`src/rtl/uart_tx_serializer.sv`:
```
// uart_tx_serializer: pops TX FIFO words and sends them as 8N1/8N2 UART frames at a programmable bit period.
// Optional parity bit (and parity_odd port) when UART_TX_PARITY_EN is defined.
module uart_tx_serializer #(
    parameter int DATA_WIDTH = 8,
    parameter int DIV_WIDTH  = 16
) (
    input  logic                  clk,
    input  logic                  rst,
    input  logic                  tx_enable,
    input  logic [DIV_WIDTH-1:0]  baud_div,
    input  logic                  stop2,
    input  logic                  fifoEmpty,
    input  logic [DATA_WIDTH-1:0] rData,
`ifdef UART_TX_PARITY_EN
    input  logic                  parity_odd,
`endif
    output logic                  rEnable,
    output logic                  tx,
    output logic                  tx_busy,
    output logic                  tx_done
);
    localparam int BW = DATA_WIDTH > 1 ? $clog2(DATA_WIDTH) : 1;
    localparam logic [BW-1:0] LAST = BW'(DATA_WIDTH - 1);

`ifdef UART_TX_PARITY_EN
    typedef enum logic [2:0] {IDLE, START, DATA, PARITY, STOP} state_t;
`else
    typedef enum logic [2:0] {IDLE, START, DATA, STOP} state_t;
`endif

    state_t                state, state_n;
    logic [DIV_WIDTH-1:0]  cnt, cnt_n, div_l;
    logic [BW-1:0]         bit_idx, bit_n;
    logic                  stop_idx, stop_n, stop2_l;
    logic [DATA_WIDTH-1:0] shreg, shreg_n;
    logic                  tx_n, bit_end, last_stop, pop;
`ifdef UART_TX_PARITY_EN
    logic                  par_l;
`endif

    assign bit_end   = cnt == '0;
    assign last_stop = state == STOP && bit_end && stop_idx == stop2_l;
    assign pop       = tx_enable && !fifoEmpty && (state == IDLE || last_stop);
    assign rEnable   = pop;
    assign tx_busy   = state != IDLE;
    assign tx_done   = last_stop;

    always_comb begin
        state_n = state;
        cnt_n   = state == IDLE ? cnt : cnt - DIV_WIDTH'(1);
        bit_n   = bit_idx;
        stop_n  = stop_idx;
        shreg_n = shreg;
        tx_n    = tx;
        if (pop) begin
            state_n = START;
            cnt_n   = baud_div;
            bit_n   = '0;
            stop_n  = 1'b0;
            shreg_n = rData;
            tx_n    = 1'b0;
        end else if (state != IDLE && bit_end) begin
            cnt_n = div_l;
            case (state)
                START: begin
                    state_n = DATA;
                    tx_n    = shreg[0];
                end
                DATA: begin
                    bit_n   = bit_idx + BW'(1);
                    shreg_n = shreg >> 1;
                    tx_n    = shreg_n[0];
                    if (bit_idx == LAST) begin
`ifdef UART_TX_PARITY_EN
                        state_n = PARITY;
                        tx_n    = par_l;
`else
                        state_n = STOP;
                        tx_n    = 1'b1;
`endif
                    end
                end
`ifdef UART_TX_PARITY_EN
                PARITY: begin
                    state_n = STOP;
                    tx_n    = 1'b1;
                end
`endif
                STOP: begin
                    tx_n = 1'b1;
                    if (last_stop) state_n = IDLE;
                    else stop_n = 1'b1;
                end
                default: state_n = IDLE;
            endcase
        end
    end

    // Frame settings are captured only at the pop so mid-frame changes cannot disturb timing.
    always_ff @(posedge clk or posedge rst) begin
        if (rst) begin
            state    <= IDLE;
            cnt      <= '0;
            bit_idx  <= '0;
            stop_idx <= 1'b0;
            shreg    <= '0;
            div_l    <= '0;
            stop2_l  <= 1'b0;
            tx       <= 1'b1;
`ifdef UART_TX_PARITY_EN
            par_l    <= 1'b0;
`endif
        end else begin
            state    <= state_n;
            cnt      <= cnt_n;
            bit_idx  <= bit_n;
            stop_idx <= stop_n;
            shreg    <= shreg_n;
            tx       <= tx_n;
            if (pop) begin
                div_l   <= baud_div;
                stop2_l <= stop2;
`ifdef UART_TX_PARITY_EN
                par_l   <= ^rData ^ parity_odd;
`endif
            end
        end
    end
endmodule

```
`config.mk`:
```
export PLATFORM = sky130hd
export DESIGN_NAME = uart_tx_serializer
export DESIGN_NICKNAME = d
export VERILOG_FILES = /design/src/rtl/uart_tx_serializer.sv
export SDC_FILE = /design/constraint.sdc
export NUM_CORES = 1
export LEC_CHECK = 0
export BUFFER_PORTS_ARGS = -buffer_cell sky130_fd_sc_hd__buf_2
export CAP_MARGIN = 20
export CORE_MARGIN = 4
export CORE_UTILIZATION = 45
export CTS_BUF_LIST = sky130_fd_sc_hd__clkbuf_8 sky130_fd_sc_hd__clkbuf_16
export CTS_CLUSTER_SIZE = 10
export DETAILED_ROUTE_END_ITERATION = 12
export PLACE_DENSITY = 0.71
export SLEW_MARGIN = 10
export SYNTH_ARGS = -nofsm -noshare
export SYNTH_HDL_FRONTEND = slang
export SYNTH_SLANG_ARGS = --single-unit
```
`constraint.sdc`:
```
create_clock -name clk -period 1.9 [get_ports clk]
set_input_delay 0.19 -clock clk [delete_from_list [all_inputs] [get_ports clk]]
set_output_delay 0.19 -clock clk [all_outputs]
set_load 0.01 [all_outputs]
```
Word-level counts from Yosys, hierarchy flattened. Index checks and enable logic that the tools add are counted. W data, S select, Z words.

Bits in registers: 49. Input bits: 29. Logic and storage cells: 59.

Add/subtract/negate cells: 2. Eq/ne operators: 9. Muxes and demuxes: 22. Reduce and logical (&&, ||, !) cells: 18.

Operators with widths (number): $mux W16 (3); $mux W8 (3); $mux W3 (7); $logic_not A16 Y1 (1); $sub A16 B1 Y16 const B (1); $pmux W3 S3 (1); $mux W1 (7); $eq A3 B2 Y1 const B (2); $ne A3 B3 Y1 const B (2); $reduce_and A3 Y1 (2); $reduce_bool A2 Y1 (3); $logic_and A1 B1 Y1 (5); $reduce_and A2 Y1 (2); $reduce_bool A4 Y1 (1); $add A3 B1 Y3 const B (1); $eq A3 B1 Y1 const B (1); $eq A3 B3 Y1 const B (1); $logic_not A3 Y1 (1); $ne A3 B2 Y1 const B (1); $pmux W1 S3 (1); $reduce_bool A3 Y1 (1); $ne A2 B2 Y1 const B (1); $eq A1 B1 Y1 (1); $logic_not A1 Y1 (1); $logic_or A1 B1 Y1 (1).

Depth between registers and ports, before layout. Gate-level depths: netlist of run 1.

Depth after elaboration: 7. Depth in mapped cells: 10. Depth with buffers taken out: 8.

Worst setup path after synthesis of run 1. Ideal clock, no wire load.

Path kind: flip-flop to flip-flop. From: register cnt[0]. To: register cnt[1]. Setup time: 0.142 ns. Arrival time: 1.814 ns. Slack: -0.056 ns. Stages on the path, launching flop included: 9. Buffers on the path: 1. Period minus slack after synthesis: 1.956 ns. Cell sequence: dfrtp_1 -> inv_1 -> ha_1 -> nor2b_1 -> nand3_1 -> o31a_1 -> buf_6 -> nand2_1 -> o221ai_1.

Longest elaborated chain between the ends: 6.

Ends and longest elaborated chain: start: declaration (line 32) `logic [DIV_WIDTH-1:0] cnt, cnt_n, div_l;`; start signal: assignment (line 115) `cnt <= cnt_n;`; branches (longest 6 deep; another with $sub A16 B1 Y16).

Parallel ways; which one is timed is not known. The select of a mux whose other input is x is not followed. A chain may end at the register's enable or synchronous reset.

Worst setup path in the final report of run 1.
From: register cnt[0]. To: output port rEnable.

Longest elaborated chain between the ends: 5.

Ends and longest elaborated chain: $logic_not A16 Y1 (line 41) `assign bit_end = cnt == '0;`; $logic_and A1 B1 Y1 (2 in series) (line 42) `assign last_stop = state == STOP && bit_end && stop_idx == stop2_l;`; $logic_or A1 B1 Y1 (line 43) `assign pop = tx_enable && !fifoEmpty && (state == IDLE || last_stop);`; $logic_and A1 B1 Y1 (line 43); end: declaration (line 17) `output logic rEnable,`.

Every way passes these cells.

==> flow_summary.toml, run 1 <==
[status]
status = "finished with violations"
violations = "hold timing, setup timing"

[placed_design]
gp_congestion = 0.877
dp_hpwl_mm = 4.96
port_buffers = 32

[final_layout]
drive_above_1_share_pct = 37.9
final_nets = 418
finalCoreUtilization_pct = 63.3
mostFrequentLayoutCells = "nand2_1, buf_4, dfrtp_1"
num_antenna_cells = 0
fill_cells = 472
layout_commonest_cell = "nand2_1"
area_growth_pct = 35.1

[detailed_routing]
vias = 2492
drt_iter0_drc = 163
ant_nets = 0
routed_wl_mm = 7.43
drtPass1Iterations = 4
viasPerCell = 5.44
wire_per_inst_um = 16.2
drc = 0

[timing]
fin_skew_ns = 0.00834
finalCriticalPeriod_ns = 2.01
setup_viol_count_final = 23
hold_viol = 9
rsz0062_at_grt = "true"
worst_slack_ns = -0.110
slew_violations = 0
slew_headroom_pct = 51.8
period_share_pct = 106
fmax_ghz = 0.498
tns_ns = -0.866
tightest_slew_ns = 0.722
holdWs_ns = -0.00525

[die]
core_area_um2 = 5960
die_y_um = 86.7
dieWidth_um = 86.7
die_area_um2 = 7520
pin_count = 33
initial_utilization_pct = 46.8
num_rows = 28

[synth]
synth_xor_xnor_area_share_pct = 4.40
synthSimpleGateAreaFrac_pct = 23.3
synthAdderAreaFrac_pct = 3.14
netlist-cell-type-count = 52
syn-cell-area_um2 = 2790
synthFlopType = "dfrtp_1"
avgSynthCellArea_um2 = 9.52
synth_top_family_by_area = "simple AND/OR/NAND/NOR gates"
synth_seq_cells = 48
synth_cells = 293
ys_top_cells_by_area = "dfrtp_1, nand2_1, mux2i_1"
async_reset_ff_share_pct = 100
syn_nets = 329
synth_edf_count = 0
synth_top_area_cell = "dfrtp_1"
yosysSeqAreaShare_pct = 43.1
yosys_warnings = 0
synth_top_area_share_pct = 42.2
muxShareOfSynthArea_pct = 7.54
synth_compound_area_share_pct = 12.9

[global_route]
gr-total-overflow = 0
met3_usage_pct = 4.56
grt_busiest_layer = "met2"
grt_pass1_vias = 2530
grt_max_degree = 34
grt_usage_pct = 20.3
use_met2_pct = 33.9
grt_pass1_wl_mm = 12.0
grt_antenna_before_repair = 0
grt_use_met1_pct = 26.2

[clocking]
cts_tree = "yes"
cts_buffer_depth = 2
htree_levels = 2
postCtsHoldBufs = 0
cts_made_buffers = 5
root_buffer = "clkbuf_8"
cts_sinks = 48
clkTransAtPathRegs_ns = 0.09
insertion_delay_ns = 0.30

[setup_path]
r2r_start = "cnt[0]"
crit_slowest_cell = "dfrtp_1"
r2r_setup_slack_ns = -0.09
path_common_cell = "buf_6"
critPathKind = "reg -> out"
critPathTopFamily = "flip-flops"
startpoint_type = "flip-flop"
r2r_cells = 10
crit_arrival_ns = 1.82
cp_num_buf_inv = 4
setup.worst_path.end_class = "primary output"
critPathMaxFanout = 4
path_cells = "inv_2, ha_1, nor2b_4, nand3_4, o31a_1, buf_6, clkinv_8, buf_6"
crit_required_ns = 1.71
r2r_end = "shreg[3]"
crit_path_max_incr_delay_ns = 0.41

[power]
netSwitchingPower_mw = 0.402
peakVddDrop_mv = 0.309
power_frac_comb_pct = 4.3
finalPower_mw = 1.75
leakagePower_nw = 1.68
powerDensity_nw_per_um2 = 464
p_clk_share_pct = 37.1
p_int_mw = 1.34
sw_frac_of_total_pct = 23.0
p_seq_share_pct = 58.6

[job]
max-cap-violations = 0

[hold_path]
hp-class = "in -> async"
[worst max path at each step]
stage / from / endpoint / slack, ns / cells past startpoint
3_3_place_gp: cnt[0] / cnt[1] / 0.02 / 7
3_5_place_dp: cnt[0] / cnt[8] / -0.04 / 10
2_1_floorplan: cnt[0] / cnt[1] / 0.02 / 8
4_1_cts: cnt[0] / shreg[3] / -0.05 / 10
5_1_grt: cnt[0] / bit_idx[0] / -0.18 / 11
6_report: cnt[0] / rEnable / -0.11 / 8
[what timing repair did]
| action | 4_1_cts | 5_1_grt |
|---|---|---|
| setup endpoints to repair | 14 | 42 |
| gates cloned | 2 | 2 |
| setup buffers | 10 | 6 |
| pin swaps | 9 | 7 |
| resized for setup | 17 | 21 |
[kinds of logic after synthesis]
group	Yosys count
adder cells (fa/ha/maj)	7
AND/OR/NAND/NOR	127
multiplexers	21
XOR/XNOR	14
buffers and inverters	23
flip-flops	48
AO/OA/AOI/OAI	53
[cells in the mapped netlist, drive strengths merged, types with 2 or more instances]
library cell	count
nand2b	2
nand3	6
nor3	7
inv	8
o21ai	20
nor2	19
a22oi	9
nand2	69
nand4	4
xor2	2
a21oi	8
mux2i	21
buf	13
o22ai	5
or2	2
nor4	6
nor2b	2
ha	7
dfrtp	47
nand3b	2
xnor2	12
o31ai	2
or3	3
o31a	2
[flip-flops by register name, indices dropped and copies added, names as in the netlist]
| register | count |
|---|---|
| cnt | 16 |
| tx | 1 |
| stop2_l | 1 |
| div_l | 16 |
| shreg | 8 |
| bit_idx | 3 |
| stop_idx | 1 |
| state | 2 |
[metrics by stage]
step	setup WS (ns)	instances	cell area [µm²]
CTS	-0.0495	453	3620
finish	-0.110	458	3770
detailed placement	-0.0441	433	3330
floorplan	0.0175	293	2790
global route	-0.185	458	3770
global placement	0.0173	433	3330
[area by class of cell]
class / instances / area (µm²) / area share (%)
clock inverter: 2 / 10.0 / 0.266
multi-input combinational: 222 / 1550 / 41.0
sequential: 48 / 1200 / 31.9
timing repair buffer: 95 / 778 / 20.7
timing repair inverter: 1 / 8.76 / 0.232
clock buffer: 6 / 82.6 / 2.19
tap: 75 / 93.8 / 2.49
inverter: 9 / 46.3 / 1.23
[per-layer routing]
| metal | up-vias | part of all wire (%) |
|---|---|---|
| met1 | 1181 | 42 |
| met4 | 0 | 2.0 |
| met5 | - | 0 |
| li1 | 1200 | - |
| met2 | 94 | 50 |
| met3 | 17 | 6.9 |
[worst reg2reg max path, stage by stage, from the launching register on]
cell	delay, ns
dfrtp_1	0.41
inv_2	0.07
ha_1	0.14
nor2b_4	0.18
buf_6	0.12
nand4_4	0.10
buf_12	0.17
nor4_4	0.14
bufbuf_16	0.30
mux2i_1	0.21
o21ai_2	0.06
[power groups by stage]
stage | clock network [mW] | registers [mW] | logic, mW
floorplan | 0 | 1.04 | 0.0241
global placement | 0 | 1.04 | 0.0741
detailed placement | 0 | 1.04 | 0.0744
CTS | 0.656 | 1.02 | 0.0750
global route | 0.708 | 1.02 | 0.0852
finish | 0.648 | 1.02 | 0.0756
Power figures use the tool's default switching activity.
==> run 2, diff against run 1 <==
--- a/config.mk
+++ b/config.mk
@@ -13,6 +13,7 @@
 export CTS_CLUSTER_SIZE = 10
 export DETAILED_ROUTE_END_ITERATION = 12
 export PLACE_DENSITY = 0.71
+export SKIP_LAST_GASP = 1
 export SLEW_MARGIN = 10
 export SYNTH_ARGS = -nofsm -noshare
 export SYNTH_HDL_FRONTEND = slang
==> flow_summary.toml, run 2 (same netlist as run 1, synthesis figures left out) <==
[status]
status = "finished with violations"
violations = "hold timing, setup timing"

[placed_design]
port_buffers = 32
pre_cts_slack_ns = -0.0441
dp_hpwl_mm = 4.96
gp_congestion = 0.877

[global_route]
grt_max_degree = 34
grt_usage_pct = 20.3
grt_pass1_wl_mm = 12.0
gr-total-overflow = 0
grt_pass1_vias = 2529
grt_antenna_before_repair = 0

[die]
die_area_um2 = 7520
pin_count = 33
die_y_um = 86.7
initial_utilization_pct = 46.8
num_rows = 28
core_area_um2 = 5960
dieWidth_um = 86.7

[detailed_routing]
drc = 0
drt_iter0_drc = 199
viasPerCell = 5.44
ant_nets = 0
wire_per_inst_um = 16.3
routed_wl_mm = 7.45
vias = 2492
drtPass1Iterations = 4

[clocking]
cts_sinks = 48
clkTransAtPathRegs_ns = 0.09
cts_tree = "yes"
root_buffer = "clkbuf_8"
postCtsHoldBufs = 0
insertion_delay_ns = 0.30
htree_levels = 2
cts_buffer_depth = 2
cts_made_buffers = 5

[setup_path]
startpoint_type = "flip-flop"
crit_required_ns = 1.71
critPathMaxFanout = 4
setup.worst_path.end_class = "primary output"
crit_arrival_ns = 1.82
critPathKind = "reg -> out"

[final_layout]
reg.largest.list = "cnt (16), div_l (16), shreg (8)"
layout_commonest_cell = "nand2_1"
area_growth_pct = 34.9
drive_above_1_share_pct = 37.6
num_antenna_cells = 0
mostFrequentLayoutCells = "nand2_1, buf_4, dfrtp_1"
fill_cells = 471
final_nets = 418

[timing]
tns_ns = -1.04
slew_violations = 0
period_share_pct = 106
rsz0062_at_grt = "true"
tightest_slew_ns = 0.718
finalCriticalPeriod_ns = 2.01
slew_headroom_pct = 52.0
hold_viol = 14
fin_skew_ns = 0.00680
worst_slack_ns = -0.115
setup_viol_count_final = 25
fmax_ghz = 0.496
holdWs_ns = -0.00651

[hold_path]
hp-class = "in -> async"

[power]
powerDensity_nw_per_um2 = 465
peakVddDrop_mv = 0.309
leakagePower_nw = 1.68

[job]
max-cap-violations = 0
==> run 2: stage by stage <==
stage	std cells	power, mW	instance area (µm²)	utilization (%)	hold slack (ns)
floorplan	293	1.07	2790	-	0.295
global placement	433	1.12	3330	55.8	0.340
detailed placement	433	1.12	3330	55.8	0.344
CTS	453	1.75	3620	60.9	0.0192
global route	458	1.82	3760	63.2	0.0391
finish	458	1.75	3760	63.2	-0.00651
==> run 2: area by class of cell <==
type / count / area (µm²) / area share [%]
Sequential cell: 48 / 1200 / 32.0
Inverter: 9 / 46.3 / 1.23
Timing Repair inverter: 1 / 8.76 / 0.233
Multi-Input combinational cell: 222 / 1540 / 40.9
Tap cell: 75 / 93.8 / 2.50
Timing Repair Buffer: 95 / 778 / 20.7
Clock inverter: 2 / 10.0 / 0.266
Clock buffer: 6 / 82.6 / 2.20
==> run 2: timing repair <==
item,in CTS,in global routing
buffers inserted,10,6
endpoints found under the setup margin,14,42
cloned,2,2
resized for setup,16,19
pin swaps,7,10
==> run 2: path summary, 6_finish.rpt <==
| check | from | end | slack [ns] | depth (start not counted) |
|---|---|---|---|---|
| max | cnt[0] | rEnable | -0.11 | 8 |
| min | rst | shreg[3] | -0.007 | 2 |
| max reg2reg | cnt[0] | shreg[3] | -0.09 | 10 |
| min reg2reg | div_l[3] | div_l[3] | 0.48 | 2 |
| max in group asynchronous | rst | cnt[5] | 1.29 | 3 |
| min in group clk | rData[0] | shreg[0] | 0.08 | 3 |
==> run 2: layer usage <==
metal  GRT usage (%)  part of all wire [%]
met1            26.2                    44
met3            4.56                   4.6
met5               0                     0
met4            6.66                   1.3
met2            33.9                    50
==> run 2: power breakdown <==
group	switching (mW)	internal, mW
Combinational	0.0439	0.0313
Clock	0.357	0.292
Sequential	0.00168	1.02
==> run 2: critical path, cell delays in order, from the launching register on <==
cell	delay [ns]
dfrtp_1	0.41
inv_2	0.07
ha_1	0.14
nor2b_4	0.18
nand3_4	0.10
o31a_1	0.33
buf_6	0.15
clkinv_8	0.06
buf_6	0.09
